## config.mk

```make
export PLATFORM = sky130hd
export DESIGN_NAME = sram_port_ctrl
export DESIGN_NICKNAME = d
export VERILOG_FILES = /design/src/rtl/sram_ctrl_pkg.sv /design/src/rtl/sram_rsp_fifo.sv /design/src/rtl/sram_port_ctrl.sv
export SDC_FILE = /design/constraint.sdc
export NUM_CORES = 1
export LEC_CHECK = 0
export ABC_AREA = 1
export CORE_UTILIZATION = 50
export DETAILED_ROUTE_END_ITERATION = 6
export PLACE_DENSITY_LB_ADDON = 0.2
export SYNTH_ARGS = -nofsm -noshare
export SYNTH_HDL_FRONTEND = slang
export SYNTH_HIERARCHICAL = 1
export SYNTH_SLANG_ARGS = --single-unit
export TNS_END_PERCENT = 30
```

## constraint.sdc

```tcl
create_clock -name clk0 -period 2.2 [get_ports clk0]
set_input_delay 0.44 -clock clk0 [delete_from_list [all_inputs] [get_ports clk0]]
set_output_delay 0.44 -clock clk0 [all_outputs]
set_load 0.01 [all_outputs]
```

## src/rtl/sram_ctrl_pkg.sv

```systemverilog
// Shared types and constants for the OpenRAM 1RW port controller.
package sram_ctrl_pkg;

  localparam int unsigned SRAM_DATA_W = 2;
  localparam int unsigned SRAM_ADDR_W = 4;
  localparam int unsigned SRAM_RD_LAT = 2;
  localparam int unsigned SRAM_OCC_W  = $clog2(SRAM_RD_LAT + 1);

  typedef struct packed {
    logic                   valid;
    logic                   we;
    logic [SRAM_ADDR_W-1:0] addr;
    logic [SRAM_DATA_W-1:0] wdata;
  } sram_req_t;

  typedef struct packed {
    logic                   valid;
    logic [SRAM_DATA_W-1:0] rdata;
  } sram_rsp_t;

  // Number of reads currently travelling through the macro read pipe.
  function automatic logic [SRAM_OCC_W-1:0] pipe_occupancy(input logic [SRAM_RD_LAT-1:0] pipe);
    pipe_occupancy = '0;
    for (int i = 0; i < SRAM_RD_LAT; i++) begin
      pipe_occupancy = pipe_occupancy + SRAM_OCC_W'(pipe[i]);
    end
  endfunction

endpackage

```

## src/rtl/sram_rsp_fifo.sv

```systemverilog
// First-word-fall-through response FIFO; head is visible while non-empty, data masked to 0 when empty.
module sram_rsp_fifo #(
  parameter int unsigned WIDTH = 2,
  parameter int unsigned DEPTH = 4
) (
  input  logic                       clk,
  input  logic                       rst,
  input  logic                       push,
  input  logic [WIDTH-1:0]           push_data,
  input  logic                       pop,
  output logic                       valid,
  output logic [WIDTH-1:0]           data,
  output logic [$clog2(DEPTH+1)-1:0] count
);

  localparam int unsigned PTR_W = (DEPTH > 1) ? $clog2(DEPTH) : 1;
  localparam int unsigned CNT_W = $clog2(DEPTH + 1);

  logic [WIDTH-1:0] mem [DEPTH];
  logic [PTR_W-1:0] wr_ptr;
  logic [PTR_W-1:0] rd_ptr;
  logic             do_pop;

  function automatic logic [PTR_W-1:0] ptr_next(input logic [PTR_W-1:0] p);
    ptr_next = (p == PTR_W'(DEPTH - 1)) ? '0 : p + PTR_W'(1);
  endfunction

  assign valid  = (count != '0);
  assign data   = valid ? mem[rd_ptr] : '0;
  assign do_pop = pop & valid;

  always_ff @(posedge clk) begin
    if (rst) begin
      wr_ptr <= '0;
      rd_ptr <= '0;
      count  <= '0;
    end else begin
      if (push) begin
        mem[wr_ptr] <= push_data;
        wr_ptr      <= ptr_next(wr_ptr);
      end
      if (do_pop) begin
        rd_ptr <= ptr_next(rd_ptr);
      end
      unique case ({push, do_pop})
        2'b10:   count <= count + CNT_W'(1);
        2'b01:   count <= count - CNT_W'(1);
        default: count <= count;
      endcase
    end
  end

endmodule

```

## src/rtl/sram_port_ctrl.sv

```systemverilog
// Valid/ready front-end for a 1RW OpenRAM macro: registered issue stage, read tracking and
// credit-gated response FIFO so that no read result is ever dropped.
module sram_port_ctrl
  import sram_ctrl_pkg::*;
#(
  parameter int unsigned DATA_WIDTH = SRAM_DATA_W,
  parameter int unsigned ADDR_WIDTH = SRAM_ADDR_W,
  parameter int unsigned RSP_DEPTH  = 4
) (
  input  logic                  clk0,
  input  logic                  rst,
  input  logic                  req_valid,
  output logic                  req_ready,
  input  logic                  req_we,
  input  logic [ADDR_WIDTH-1:0] req_addr,
  input  logic [DATA_WIDTH-1:0] req_wdata,
  output logic                  rsp_valid,
  input  logic                  rsp_ready,
  output logic [DATA_WIDTH-1:0] rsp_rdata,
  output logic                  csb0,
  output logic                  web0,
  output logic [ADDR_WIDTH-1:0] addr0,
  output logic [DATA_WIDTH-1:0] din0,
  input  logic [DATA_WIDTH-1:0] dout0
);

  localparam int unsigned CNT_W = $clog2(RSP_DEPTH + 1);
  localparam int unsigned CRD_W = CNT_W + 1;

  logic [SRAM_RD_LAT-1:0] rd_pipe;
  logic [CNT_W-1:0]       fifo_count;
  logic [CRD_W-1:0]       credit_used;
  logic                   accept;
  logic                   rd_issue;

  // Reads in the macro pipe already own a FIFO slot; a pop only frees credit next cycle.
  assign credit_used = CRD_W'(fifo_count) + CRD_W'(pipe_occupancy(rd_pipe));
  assign req_ready   = ~rst & (credit_used < CRD_W'(RSP_DEPTH));
  assign accept      = req_valid & req_ready;
  assign rd_issue    = accept & ~req_we;

  always_ff @(posedge clk0) begin
    if (rst) begin
      csb0    <= 1'b1;
      web0    <= 1'b1;
      addr0   <= '0;
      din0    <= '0;
      rd_pipe <= '0;
    end else begin
      csb0    <= ~accept;
      web0    <= ~(accept & req_we);
      rd_pipe <= {rd_pipe[SRAM_RD_LAT-2:0], rd_issue};
      if (accept) begin
        addr0 <= req_addr;
        din0  <= req_wdata;
      end
    end
  end

  // dout0 is only valid around the edge closing the rd_pipe[last] cycle, so push exactly then.
  sram_rsp_fifo #(
    .WIDTH (DATA_WIDTH),
    .DEPTH (RSP_DEPTH)
  ) u_rsp_fifo (
    .clk       (clk0),
    .rst       (rst),
    .push      (rd_pipe[SRAM_RD_LAT-1]),
    .push_data (dout0),
    .pop       (rsp_ready),
    .valid     (rsp_valid),
    .data      (rsp_rdata),
    .count     (fifo_count)
  );

endmodule

```

**Word level (Yosys, flattened, before mapping)**

Memory sizes are Yosys's and may differ from the RTL's. A register that Yosys moved wholly into a read port is not among the register bits.
Cells that the tools add are included.

- Reduce and logical (&&, ||, !) cells: 2
- Order comparisons: 1
- Bitwise gates (word level): 9
- Add/sub/neg operators: 6
- Mux-type cells: 9
- Equal/unequal tests: 4

Operator list:

| cell | count |
|---|---|
| 2-bit 2-to-1 mux | 5 |
| 2-bit equality test (second input constant) | 3 |
| 3-bit case mux with 2 select lines | 1 |
| 1-bit AND | 5 |
| 2-bit by 1-bit adder with 2-bit output (second input constant) | 2 |
| 3-bit by 2-bit adder with 4-bit output | 1 |
| 4-bit by 3-bit < comparator with 1-bit output (second input constant) | 1 |
| 1-bit NOT | 4 |
| 3-bit by 1-bit adder with 3-bit output (second input constant) | 1 |
| 1-bit 2-to-1 mux | 3 |
| 3-bit nonzero test | 1 |
| 3-bit by 1-bit subtractor with 3-bit output (second input constant) | 1 |
| 1-bit by 1-bit adder with 2-bit output | 1 |
| 2-bit by 1-bit equality test with 1-bit output (second input constant) | 1 |
| 2-bit nonzero test | 1 |

- Logic and storage cells: 40
- Bits of input ports: 13
- Output and inout port bits: 12
- Memories: 1
- Bits in registers: 17
- Bits in writable memories: 8

Memories:

| memory | depth | width | rd ports | clocked after Yosys merged registers in | wr ports | RTL line | RTL |
|---|---|---|---|---|---|---|---|
| u_rsp_fifo.mem | 4 | 2 | 1 | 1 | 1 | sram_rsp_fifo.sv:19 | `logic [WIDTH-1:0] mem [DEPTH];` |

**Logic depth before layout (Yosys ltp)**

Gate-level depths: netlist (run 1).

- Word-level depth: 7
- Gate-level depth with buffers: 13

**Cells and area by module**

The synthesis (run 1) kept the hierarchy.

By module, submodules not included:

| module | instances | area an instance (µm²) | cells each | seq. area each (µm²) |
|---|---|---|---|---|
| sram_rsp_fifo | 1 | 810.8 | 92 | 420.4 |
| sram_port_ctrl | 1 | 499.2 | 66 | 200.2 |

**Worst setup path before layout (run 1)**

OpenSTA, ideal clock, no wires.

- Path type: reg-to-reg
- Start: reg u_rsp_fifo.count[2]
- End: reg u_rsp_fifo.count[2]
- Data arrival time: 1.668 ns
- Buffers on the path: 0
- Library setup time: 0.110 ns
- Period minus slack after synthesis: 1.778 ns
- Setup slack: 0.422 ns
- Data required time: 2.090 ns
- Cell stages (with the launch flop): 14
- Path through: dfxtp_1 inv_1 nand3_4 inv_1 nor2_1 ha_1 inv_1 fa_1 inv_1 nand2_1 nand3_1 nand2_1 inv_1 nor2_1

- Word-level cells in the longest chain between the ends: 4
- Elaborated cells between the ends (all ways): 8
- Classes of those cells: 2 x add/sub; 2 x eq/ne; 1 x mux; 1 x bitwise; 2 x reduce/logical

Ends and longest elaborated chain:

| what | RTL line | RTL |
|---|---|---|
| start, declared | sram_rsp_fifo.sv:13 | `output logic [$clog2(DEPTH+1)-1:0] count` |
| start signal, assigned | sram_rsp_fifo.sv:46 | `2'b10: count <= count + CNT_W'(1);` |
| start signal, assigned | sram_rsp_fifo.sv:47 | `2'b01: count <= count - CNT_W'(1);` |
| start signal, assigned | sram_rsp_fifo.sv:48 | `default: count <= count;` |
| 3-bit nonzero test (*) | sram_rsp_fifo.sv:28 | `assign valid = (count != '0);` |
| net rsp_valid | sram_port_ctrl.sv:17 | `output logic rsp_valid,` |
| 1-bit AND (*) | sram_rsp_fifo.sv:30 | `assign do_pop = pop & valid;` |
| net u_rsp_fifo.do_pop | sram_rsp_fifo.sv:22 | `logic do_pop;` |
| 2-bit by 1-bit equality test with 1-bit output / 2-bit equality test (equally long branches) | sram_rsp_fifo.sv:45 | `unique case ({push, do_pop})` |
| 3-bit case mux with 2 select lines / 2-bit nonzero test (equally long branches) | n/a |  |

Mark *: on every way through the listed nets, which the timed path passes. The rest lies on a longest branch.
A chain may end at the register's enable or synchronous reset.

**Final worst setup path (run 1)**

- Start: reg rd_pipe[0]
- End: out req_ready

- Word-level cells in the longest chain between the ends: 4

Ends and longest elaborated chain:

| what | RTL line | RTL |
|---|---|---|
| start, declared | sram_port_ctrl.sv:30 | `logic [SRAM_RD_LAT-1:0] rd_pipe;` |
| start signal, assigned | sram_port_ctrl.sv:52 | `rd_pipe <= {rd_pipe[SRAM_RD_LAT-2:0], rd_issue};` |
| 1-bit by 1-bit adder with 2-bit output | sram_ctrl_pkg.sv:25 | `pipe_occupancy = pipe_occupancy + SRAM_OCC_W'(pipe[i]);` |
| 3-bit by 2-bit adder with 4-bit output | sram_port_ctrl.sv:37 | `assign credit_used = CRD_W'(fifo_count) + CRD_W'(pipe_occupancy(rd_pipe));` |
| 4-bit by 3-bit < comparator with 1-bit output | sram_port_ctrl.sv:38 | `assign req_ready = ~rst & (credit_used < CRD_W'(RSP_DEPTH));` |
| 1-bit AND | sram_port_ctrl.sv:38 |  |
| end, declared | sram_port_ctrl.sv:13 | `output logic req_ready,` |

No other way between the ends.

==> results.json, run 1 <==
{
  "hp-start": "rd_pipe[0]$_SDFF_PP0_",
  "cp_cell_sequence": "ha_1, nand2_1, nand2_2, a21boi_2, dlygate4sd2_1",
  "routed_via_density": 4.679,
  "synth_commonest_cells": "inv_1 (39), nand2_1 (28), nor2_1 (21)",
  "grt_first_pass_wirelength_um": 3698,
  "crit_path_max_incr_delay_ps": 340,
  "port_buffers": 24,
  "unrepaired_setup_endpoints_after_global_routing": "no",
  "synthesis.area_um2": 1310,
  "synthMostInstantiatedCell": "inv_1",
  "pin_count_of_the_biggest_net_entering_global_routing": 16,
  "cts_num_sinks": 27,
  "drt-wirelength-per-cell_um": 10.26,
  "setup.worst_path.class": "reg2out",
  "worstPathArrival_ps": 1530,
  "finalSetupTns_ps": 0,
  "clk_latency_ps": 320,
  "clock_tree.htree_level_count": 1,
  "cp_top_family": "flip-flops",
  "global_route.usage.total": 0.1826,
  "max_slew_margin": 0.7527,
  "fin_area_um2": 1632,
  "placement.cell_area_um2": 1590,
  "async_flop_share": 0,
  "antenna_cells": 0,
  "timing.critical_path.from_type": "register",
  "floorplan.io_pins": 25,
  "power_per_cell_area_nw_per_um2": 753.6,
  "cts_tree": "built",
  "timing.critical_path.required_ps": 1760,
  "floorplan.die_area_um2": 2829,
  "drt_iter0_drc": 11,
  "synth_cells": 158,
  "post-route-period-util": 0.8939,
  "antenna_found_initial": 0,
  "post_synthesis_register_bit_count": 27,
  "finalMaxSlewViolations": 0,
  "cts_buffers": 3,
  "max_freq_ghz": 0.5085,
  "worst_reg2reg_path_endpoint": "u_rsp_fifo/count[2]$_SDFFE_PP0P_",
  "yosysWarnings": 6,
  "timing.critical_path.fanout_max": 2,
  "post-route-drc-count": 0,
  "core_region_area_um2": 2477,
  "yosysUniqueCellTypes": 19,
  "grt_overflow_total": 0,
  "worst_clock_skew_ps": 14.55,
  "fp-row-count": 18,
  "run_status": "complete, no violations",
  "power.leakage_nw": 0.7995,
  "timing.critical_path.slowest_stage_cell": "dfxtp_1",
  "ir_worst_vdd_mv": 0.5226,
  "clock_path_buffers": 2,
  "timing.final.setup_violations": 0,
  "finalHoldViolations": 0,
  "worstHoldEndpoint": "rd_pipe[1]$_SDFF_PP0_",
  "whs_path_depth": 2,
  "dp.final_hpwl_um": 1794,
  "post-synth-top-area-cell": "dfxtp_1",
  "setup.worst_path.end_class": "primary output",
  "detailroute.via_count": 1020,
  "die_width_um": 53.19,
  "rr_worst_depth": 12,
  "clkTransAtPathRegs_ps": 150,
  "worstHoldPathType": "reg2reg",
  "most_common_flop_cell_mapped_by_yosys": "dfxtp_1",
  "cap_violations": 0,
  "timing.rr.start": "u_rsp_fifo/count[1]$_SDFFE_PP0P_",
  "start_util": 0.5288,
  "seq_area_frac_synth": 0.4737,
  "detail-route-antenna-nets": 0,
  "routability_congestion": 0.7217,
  "synth_top_area_frac": 0.2904,
  "number_of_enable_flip_flop_cells_after_synthesis": 8,
  "timing.critical_path.buf_inv": 1,
  "most_area_consuming_cells_after_synthesis": "dfxtp_1 (29%), edfxtp_1 (18%), inv_1 (11%)",
  "min_period_ps": 1967,
  "clockRootBuffer": "clkbuf_4",
  "r2r_setup_slack_ps": 330,
  "area_delta_synth_final_pct": 24.55,
  "first_global_vias": 892,
  "worst-slew-pin-transition_ps": 369.7,
  "syn-num-nets": 179,
  "finish.net_count": 210,
  "die-height_um": 53.19,
  "final_layout_size_suffix_gt1_frac": 0.1011,
  "finalCoreUtilization": 0.6586,
  "finalWirelength_um": 2237,
  "synth.avg_cell_area_um2": 8.291,
  "firstDrtPassIters": 4
}
[routing by layer]
metal	track usage	wire [um]	up-vias
met5	0	0	-
met4	0.06579	23	0
met3	0.04023	68	4
met2	0.3080	1111	14
met1	0.2266	1033	460
li1	-	-	542
[power breakdown]
part	leakage, nW	switching, mW	internal [mW]	total (mW)
Combinational	0.552	0.224	0.184	0.408
Clock	0.0177	0.138	0.0680	0.206
Sequential	0.230	0.0457	0.570	0.616
Total	0.800	0.408	0.822	1.23
[per-stage QoR]
| step | setup slack, ps | cells | total power [mW] | hold WS (ps) |
|---|---|---|---|---|
| 2_1_floorplan | 421.7 | 158 | 0.8641 | 407.4 |
| 3_3_place_gp | -4.742 | 214 | 1.006 | 416.2 |
| 3_5_place_dp | -43.82 | 214 | 1.034 | 425.3 |
| 4_1_cts | 17.23 | 218 | 1.242 | 443.6 |
| 5_1_grt | 155.8 | 218 | 1.319 | 455.3 |
| 6_report | 233.4 | 218 | 1.230 | 442.1 |
[cell usage in the layout (no fill, tap or decap), types with 2 or more instances in the layout]
| cell | synthesis | final |
|---|---|---|
| dfxtp_2 | 0 | 2 |
| ha_1 | 7 | 7 |
| dfxtp_4 | 0 | 2 |
| inv_1 | 39 | 39 |
| edfxtp_1 | 8 | 8 |
| nand3_4 | 2 | 2 |
| nand3_1 | 4 | 4 |
| dlymetal6s2s_1 | 0 | 2 |
| o21ai_0 | 6 | 6 |
| nor2_1 | 21 | 21 |
| inv_2 | 2 | 2 |
| nand2_1 | 28 | 28 |
| nand4_1 | 7 | 7 |
| dfxtp_1 | 19 | 15 |
| clkdlybuf4s50_1 | 0 | 21 |
| a21oi_1 | 8 | 8 |
| buf_4 | 0 | 3 |
| clkbuf_4 | 0 | 3 |
[worst max-delay path by stage]
stage                                           startpoint                               end  slack (ps)  cells past startpoint
after floorplan           u_rsp_fifo/count[2]$_SDFFE_PP0P_  u_rsp_fifo/count[2]$_SDFFE_PP0P_         420                     13
after global placement                                 rst                         req_ready          -5                      4
after detailed placement                               rst                         req_ready         -40                      4
after CTS                 u_rsp_fifo/count[2]$_SDFFE_PP0P_                      rsp_rdata[1]          20                      5
after global routing                 rd_pipe[0]$_SDFF_PP0_                         req_ready         160                      5
final                                rd_pipe[0]$_SDFF_PP0_                         req_ready         230                      5
[registers in the layout, indices dropped and copies added, names as in the netlist, named ones only]
name,count
u_rsp_fifo/wr_ptr,2
u_rsp_fifo/rd_ptr,2
csb0,1
u_rsp_fifo/count,3
rd_pipe,2
web0,1
din0,2
addr0,4
u_rsp_fifo/mem,8
[area by class of cell]
class,instances,area (um2)
tap,30,37.54
clock inverter,1,5.005
sequential,27,630.6
clock buffer,3,22.52
inverter,41,153.9
multi-input combinational,89,515.5
timing repair buffer,27,266.5
fill,221,845.8
[repair_timing]
action | CTS | global route
resized for setup | 4 | 5
setup endpoints to repair | 3 | 2
hold buffers | 0 | 0
buffers inserted | 0 | 0
[cell families after synthesis]
kind of cell | Yosys count | share of synthesized area
AO/OA/AOI/OAI | 15 | 0.06208
adder cells (fa/ha/maj) | 8 | 0.08214
buffers and inverters | 42 | 0.1328
flip-flops | 27 | 0.4737
AND/OR/NAND/NOR | 66 | 0.2493
[worst min-delay path, stage by stage, from the launching register on]
cell and delay, ps:
dfxtp_1 340, inv_1 50, nor2_1 30
Power figures use the tool's default switching activity.
==> run 2, diff against run 1 <==
- ABC_CLOCK_PERIOD_IN_PS: unset -> 2200
- CTS_BUF_LIST: unset -> sky130_fd_sc_hd__clkbuf_16
==> run 2 against run 1 <==
Net effect:
- cell count unchanged
- maximum frequency down 5.6%
- sequential share of layout area down 1.4 points
- non-clock buffer count unchanged
- clock power up 94%
- clock-buffer cell count unchanged
- clock skew down 9.2 ps
- combinational power up 1%
- die area unchanged
- critical path type unchanged
==> results.json, run 2 (synthesis results as in run 1) <==
{
  "run_status": "complete, no violations",
  "setup.worst_path.end_class": "primary output",
  "finish.net_count": 210,
  "cell_internal_pwr_mw": 0.9978,
  "rr_worst_depth": 12,
  "setup.worst_path.class": "reg2out",
  "timing.critical_path.from_type": "register",
  "antenna_cells": 0,
  "fp-row-count": 18,
  "detail-route-antenna-nets": 0,
  "port_buffers": 24,
  "clock_tree.htree_level_count": 1,
  "routability_congestion": 0.7217,
  "clock_path_buffers": 2,
  "ir_worst_vdd_mv": 0.6049,
  "power.share.combinational": 0.291,
  "timing.rr.start": "u_rsp_fifo/count[2]$_SDFFE_PP0P_",
  "routed_via_density": 4.720,
  "worst_clock_skew_ps": 5.353,
  "cap_violations": 0,
  "core_region_area_um2": 2477,
  "post-route-drc-count": 0,
  "first_global_vias": 905,
  "pin_count_of_the_biggest_net_entering_global_routing": 16,
  "min_period_ps": 2083,
  "finalSetupTns_ps": 0,
  "pwr-share-seq": 0.429,
  "finalMaxSlewViolations": 0,
  "timing.critical_path.fanout_max": 6,
  "placement.cell_area_um2": 1590,
  "layout_top_registers": "u_rsp_fifo/mem (8), addr0 (4), u_rsp_fifo/count (3)",
  "cts_buffers": 3,
  "firstDrtPassIters": 4,
  "antenna_found_initial": 0,
  "floorplan.die_area_um2": 2829,
  "p_sw_mw": 0.4267,
  "clockRootBuffer": "clkbuf_16",
  "grt_overflow_total": 0,
  "number_of_fill_cells_in_the_layout": 208,
  "drt_iter0_drc": 12,
  "post-route-period-util": 0.9468,
  "whs_path_depth": 2,
  "max_flop_register": "u_rsp_fifo/mem",
  "r2r_setup_slack_ps": 310,
  "timing.final.setup_violations": 0,
  "clk_latency_ps": 260,
  "finalHoldViolations": 0,
  "area_delta_synth_final_pct": 27.60,
  "worstHoldEndpoint": "rd_pipe[1]$_SDFF_PP0_",
  "max_freq_ghz": 0.4801,
  "dp.final_hpwl_um": 1794,
  "die-height_um": 53.19,
  "setup_ws_pre_cts_ps": -43.82,
  "detailroute.via_count": 1029,
  "power.total_mw": 1.425,
  "clock_power_share": 0.280,
  "worst-slew-pin-transition_ps": 374.1,
  "finalWorstSetupSlack_ps": 116.9,
  "power_per_cell_area_nw_per_um2": 852.2,
  "critPathMostFrequentCell": "inv_1",
  "finalWirelength_um": 2266,
  "worstHoldPathType": "reg2reg",
  "clkTransAtPathRegs_ps": 60,
  "timing.critical_path.required_ps": 1760,
  "cp_top_family": "buffers and inverters",
  "fin_area_um2": 1672,
  "global_route.usage.total": 0.1876,
  "floorplan.io_pins": 25,
  "hp-start": "rd_pipe[0]$_SDFF_PP0_",
  "mostFrequentLayoutCells": "inv_1 (39), nand2_1 (28), clkdlybuf4s50_1 (23), nor2_1 (21), dfxtp_1 (17)",
  "worstPathArrival_ps": 1640,
  "grt_first_pass_wirelength_um": 3781,
  "leading_cell_type_in_the_layout_fill_and_taps_excluded": "inv_1",
  "postCtsSetupBuffers": 0,
  "drt-wirelength-per-cell_um": 10.39,
  "power.leakage_nw": 0.7886,
  "unrepaired_setup_endpoints_after_global_routing": "no",
  "max_slew_margin": 0.7498,
  "crit_path_max_incr_delay_ps": 550,
  "worst_reg2reg_path_endpoint": "u_rsp_fifo/count[2]$_SDFFE_PP0P_",
  "timing.critical_path.slowest_stage_cell": "clkdlybuf4s50_1",
  "timing.critical_path.buf_inv": 3,
  "cts_tree": "built",
  "cp_cell_sequence": "inv_1, nand3_4, inv_1, a21oi_1, clkdlybuf4s50_1",
  "start_util": 0.5288,
  "final_layout_size_suffix_gt1_frac": 0.09043,
  "cts_num_sinks": 27,
  "flip_flop_count_of_the_largest_register_all_copies_and_words_added": 8,
  "die_width_um": 53.19,
  "p_sw_frac": 0.2995
}
[run 2: changes by cell type in the layout (fill, tap and decap cells not counted)]
cell / before / now
clkbuf_16: 0 / 3
clkbuf_4: 3 / 0
clkdlybuf4s50_1: 21 / 23
dfxtp_1: 15 / 17
dfxtp_4: 2 / 0
dlymetal6s2s_1: 2 / 0
[run 2: routing by layer]
layer	GRT usage	part of all wire	wire length, um	up-vias
li1	-	-	-	544
met1	0.2288	0.44	1004	464
met2	0.3143	0.51	1161	19
met3	0.05172	0.040	90	2
met4	0.06579	0.0044	10	0
met5	0	0	0	-
[run 2: layout make-up]
class	instances	area, um2	share of cell area
inverter	41	153.9	0.09207
multi-input combinational	89	515.5	0.3084
timing repair buffer	27	261.5	0.1564
clock buffer	3	75.07	0.04491
clock inverter	1	5.005	0.002994
tap	30	37.54	0.02246
sequential	27	623.1	0.3728
[run 2: repair_timing]
action	4_1_cts	5_1_grt
hold buffers	0	0
gates resized for setup	1	2
endpoints found under the setup margin	1	2
[run 2: worst max-delay path by stage]
| stage | endpoint | depth (start not counted) | from |
|---|---|---|---|
| CTS | rsp_rdata[1] | 5 | u_rsp_fifo/count[2]$_SDFFE_PP0P_ |
| detailed placement | req_ready | 4 | rst |
| finish | rsp_rdata[1] | 5 | u_rsp_fifo/count[2]$_SDFFE_PP0P_ |
| global route | rsp_rdata[0] | 5 | u_rsp_fifo/count[2]$_SDFFE_PP0P_ |
| floorplan | u_rsp_fifo/count[2]$_SDFFE_PP0P_ | 13 | u_rsp_fifo/count[2]$_SDFFE_PP0P_ |
| global placement | req_ready | 4 | rst |
[run 2: tightest hold or removal path: stages (launching register included)]
cell and delay (ps):
dfxtp_1 320, inv_1 50, nor2_1 30
[run 2: per-stage QoR]
step                      hold slack (ps)  instances    util
final                               432.8        218  0.6747
after global routing                445.0        218  0.6747
after CTS                           433.5        218  0.6737
after detailed placement            425.3        214  0.6419
after global placement              416.2        214  0.6419
after floorplan                     407.4        158       -
[run 2: power by group through the flow]
stage / sequential, mW / clock [mW] / combinational [mW]
2_1_floorplan: 0.616 / 0 / 0.248
3_3_place_gp: 0.617 / 0 / 0.389
3_5_place_dp: 0.619 / 0 / 0.415
4_1_cts: 0.609 / 0.407 / 0.418
5_1_grt: 0.618 / 0.436 / 0.468
6_report: 0.611 / 0.399 / 0.414
==> run 3, diff against run 2 <==
- CORE_UTILIZATION: 50 -> 35
==> run 3 against run 2 <==
Net effect:
- critical path depth is the same
- highest routed layer unchanged
- setup slack gained 21 ps
- via count grew 0.78%
- sequential power is essentially flat
- clock power is essentially flat
- critical endpoint unchanged
- critical path type unchanged
- clock-buffer cell count is the same
- die area grew 41%
- routed wire length grew 7.5%
- first-iteration DRC count grew to 3.4 times the previous value
==> results.json, run 3 (synthesis results as in run 1) <==
{
  "die_width_um": 63.18,
  "met2RoutedLength_um": 1250,
  "area_delta_synth_final_pct": 29.89,
  "finalSetupTns_ps": 0,
  "cts_num_sinks": 27,
  "finalHoldViolations": 0,
  "leading_cell_type_in_the_layout_fill_and_taps_excluded": "inv_1",
  "cell_internal_pwr_mw": 1.001,
  "finish.net_count": 211,
  "core_region_area_um2": 3468,
  "grt_first_pass_wirelength_um": 4146,
  "global_route.usage.total": 0.1324,
  "fin_worst_hold_slack_ps": 429.2,
  "route.top_layer_used": "met4",
  "power_per_cell_area_nw_per_um2": 838.4,
  "pin_count_of_the_biggest_net_entering_global_routing": 15,
  "start_util": 0.3777,
  "timing.critical_path.fanout_max": 6,
  "setup.worst_path.class": "reg2out",
  "clock_power_share": 0.281,
  "clk_latency_ps": 250,
  "routed_via_density": 4.413,
  "final_layout_size_suffix_gt1_frac": 0.09524,
  "cp_cell_sequence": "inv_1, nand3_4, inv_1, a21oi_1, clkdlybuf4s50_1",
  "placed_cells_incl_taps": 231,
  "unrepaired_setup_endpoints_after_global_routing": "no",
  "cts_buffers": 3,
  "antenna_found_initial": 0,
  "clock_path_buffers": 2,
  "pwr-share-seq": 0.429,
  "finalWirelength_um": 2437,
  "postCtsSetupBuffers": 0,
  "post-route-drc-count": 0,
  "power.share.combinational": 0.290,
  "max_slew_margin": 0.7739,
  "critPathMostFrequentCell": "inv_1",
  "first_global_vias": 1009,
  "routed_wire_length_on_met3_um": 109,
  "floorplan.die_area_um2": 3992,
  "met1_wl_um": 1056,
  "drt-wirelength-per-cell_um": 10.37,
  "grt_overflow_total": 0,
  "clock_tree.htree_level_count": 1,
  "p_sw_mw": 0.4253,
  "cap_violations": 0,
  "drt_iter0_drc": 41,
  "run_status": "complete, no violations",
  "finalMaxSlewViolations": 0,
  "timing.critical_path.from_type": "register",
  "timing.final.setup_violations": 0,
  "min_period_ps": 2062,
  "firstDrtPassIters": 4,
  "clockRootBuffer": "clkbuf_16",
  "crit_path_max_incr_delay_ps": 540,
  "worst_clock_skew_ps": 1.391,
  "mostFrequentLayoutCells": "inv_1 (40), nand2_1 (28), clkdlybuf4s50_1 (22), nor2_1 (21), dfxtp_1 (16)",
  "detail-route-antenna-nets": 0,
  "max_flop_register": "u_rsp_fifo/mem",
  "worst-slew-pin-transition_ps": 338.1,
  "power.total_mw": 1.427,
  "max_freq_ghz": 0.4849,
  "cts_tree": "built",
  "port_buffers": 24,
  "dp.final_hpwl_um": 1866,
  "setup.worst_path.end_class": "primary output",
  "layout_top_registers": "u_rsp_fifo/mem (8), addr0 (4), u_rsp_fifo/count (3)",
  "timing.critical_path.slowest_stage_cell": "clkdlybuf4s50_1",
  "worstHoldPathType": "reg2reg",
  "worstPathArrival_ps": 1620,
  "layout.cells.non_filler": 235,
  "antenna_cells": 0,
  "p_sw_frac": 0.2981,
  "holdBufCountCts": 0,
  "floorplan.io_pins": 25,
  "power.leakage_nw": 0.8045,
  "routability_congestion": 0.7739,
  "timing.critical_path.required_ps": 1760,
  "post-route-period-util": 0.9373,
  "ir_worst_vdd_mv": 0.3739,
  "clkTransAtPathRegs_ps": 60,
  "die-height_um": 63.18,
  "flip_flop_count_of_the_largest_register_all_copies_and_words_added": 8,
  "detailroute.via_count": 1037,
  "fp-row-count": 21
}
run 3: cell types whose count changed in the layout (fill, tap and decap cells not counted), sizes merged:
cell	delta
buf	+1
clkdlybuf4s50	-1
clkinv	-1
dlymetal6s2s	+1
inv	+1
run 3: area by class of cell:
type | instances | area (um2)
Clock buffer | 3 | 75.07
Clock inverter | 1 | 3.754
Fill cell | 363 | 1767
Inverter | 41 | 153.9
Multi-Input combinational cell | 89 | 515.5
Sequential cell | 27 | 624.3
Tap cell | 46 | 57.56
Timing Repair Buffer | 28 | 271.5
run 3: power by group through the flow:
stage	Clock (mW)	Sequential, mW	Combinational [mW]
after floorplan	0	0.616	0.248
after global placement	0	0.618	0.391
after detailed placement	0	0.620	0.408
after CTS	0.407	0.611	0.420
after global routing	0.438	0.621	0.466
final	0.400	0.612	0.414
run 3: worst paths after layout:
check                                                       from                                to  slack, ps  cells past startpoint
worst max-delay path            u_rsp_fifo/count[2]$_SDFFE_PP0P_                      rsp_rdata[1]        140                      5
worst min-delay path                       rd_pipe[0]$_SDFF_PP0_             rd_pipe[1]$_SDFF_PP0_        430                      2
worst max register to register  u_rsp_fifo/count[2]$_SDFFE_PP0P_  u_rsp_fifo/count[2]$_SDFFE_PP0P_        190                     13
worst min register to register             rd_pipe[0]$_SDFF_PP0_             rd_pipe[1]$_SDFF_PP0_        430                      2
run 3: repair_timing:
action / CTS / global route
endpoints found under the hold margin: 0 / 0
setup endpoints to repair: 3 / 4
gates resized for setup: 2 / 3
run 3: metrics by stage:
step                        util  cell area, um2  worst slack [ps]
after global placement    0.4665            1618            -8.261
after floorplan                -            1310             421.7
after CTS                 0.4892            1697            0.5500
after global routing      0.4906            1702             27.15
after detailed placement  0.4665            1618            -31.64
final                     0.4906            1702             137.8
run 3: critical path, delay by kind of cell, from the launching register on:
kind | cells | cell delay (ps)
AOI/OAI and AO/OA | 1 | 110
buffers and inverters | 3 | 720
and+or+nand+nor | 1 | 120
DFF | 1 | 420
run 3: metal layers:
| layer | vias to the layer above | global-route usage |
|---|---|---|
| met5 | - | 0 |
| met4 | 0 | 0.05682 |
| met3 | 2 | 0.03442 |
| met2 | 25 | 0.2352 |
| met1 | 461 | 0.1480 |
| li1 | 549 | - |
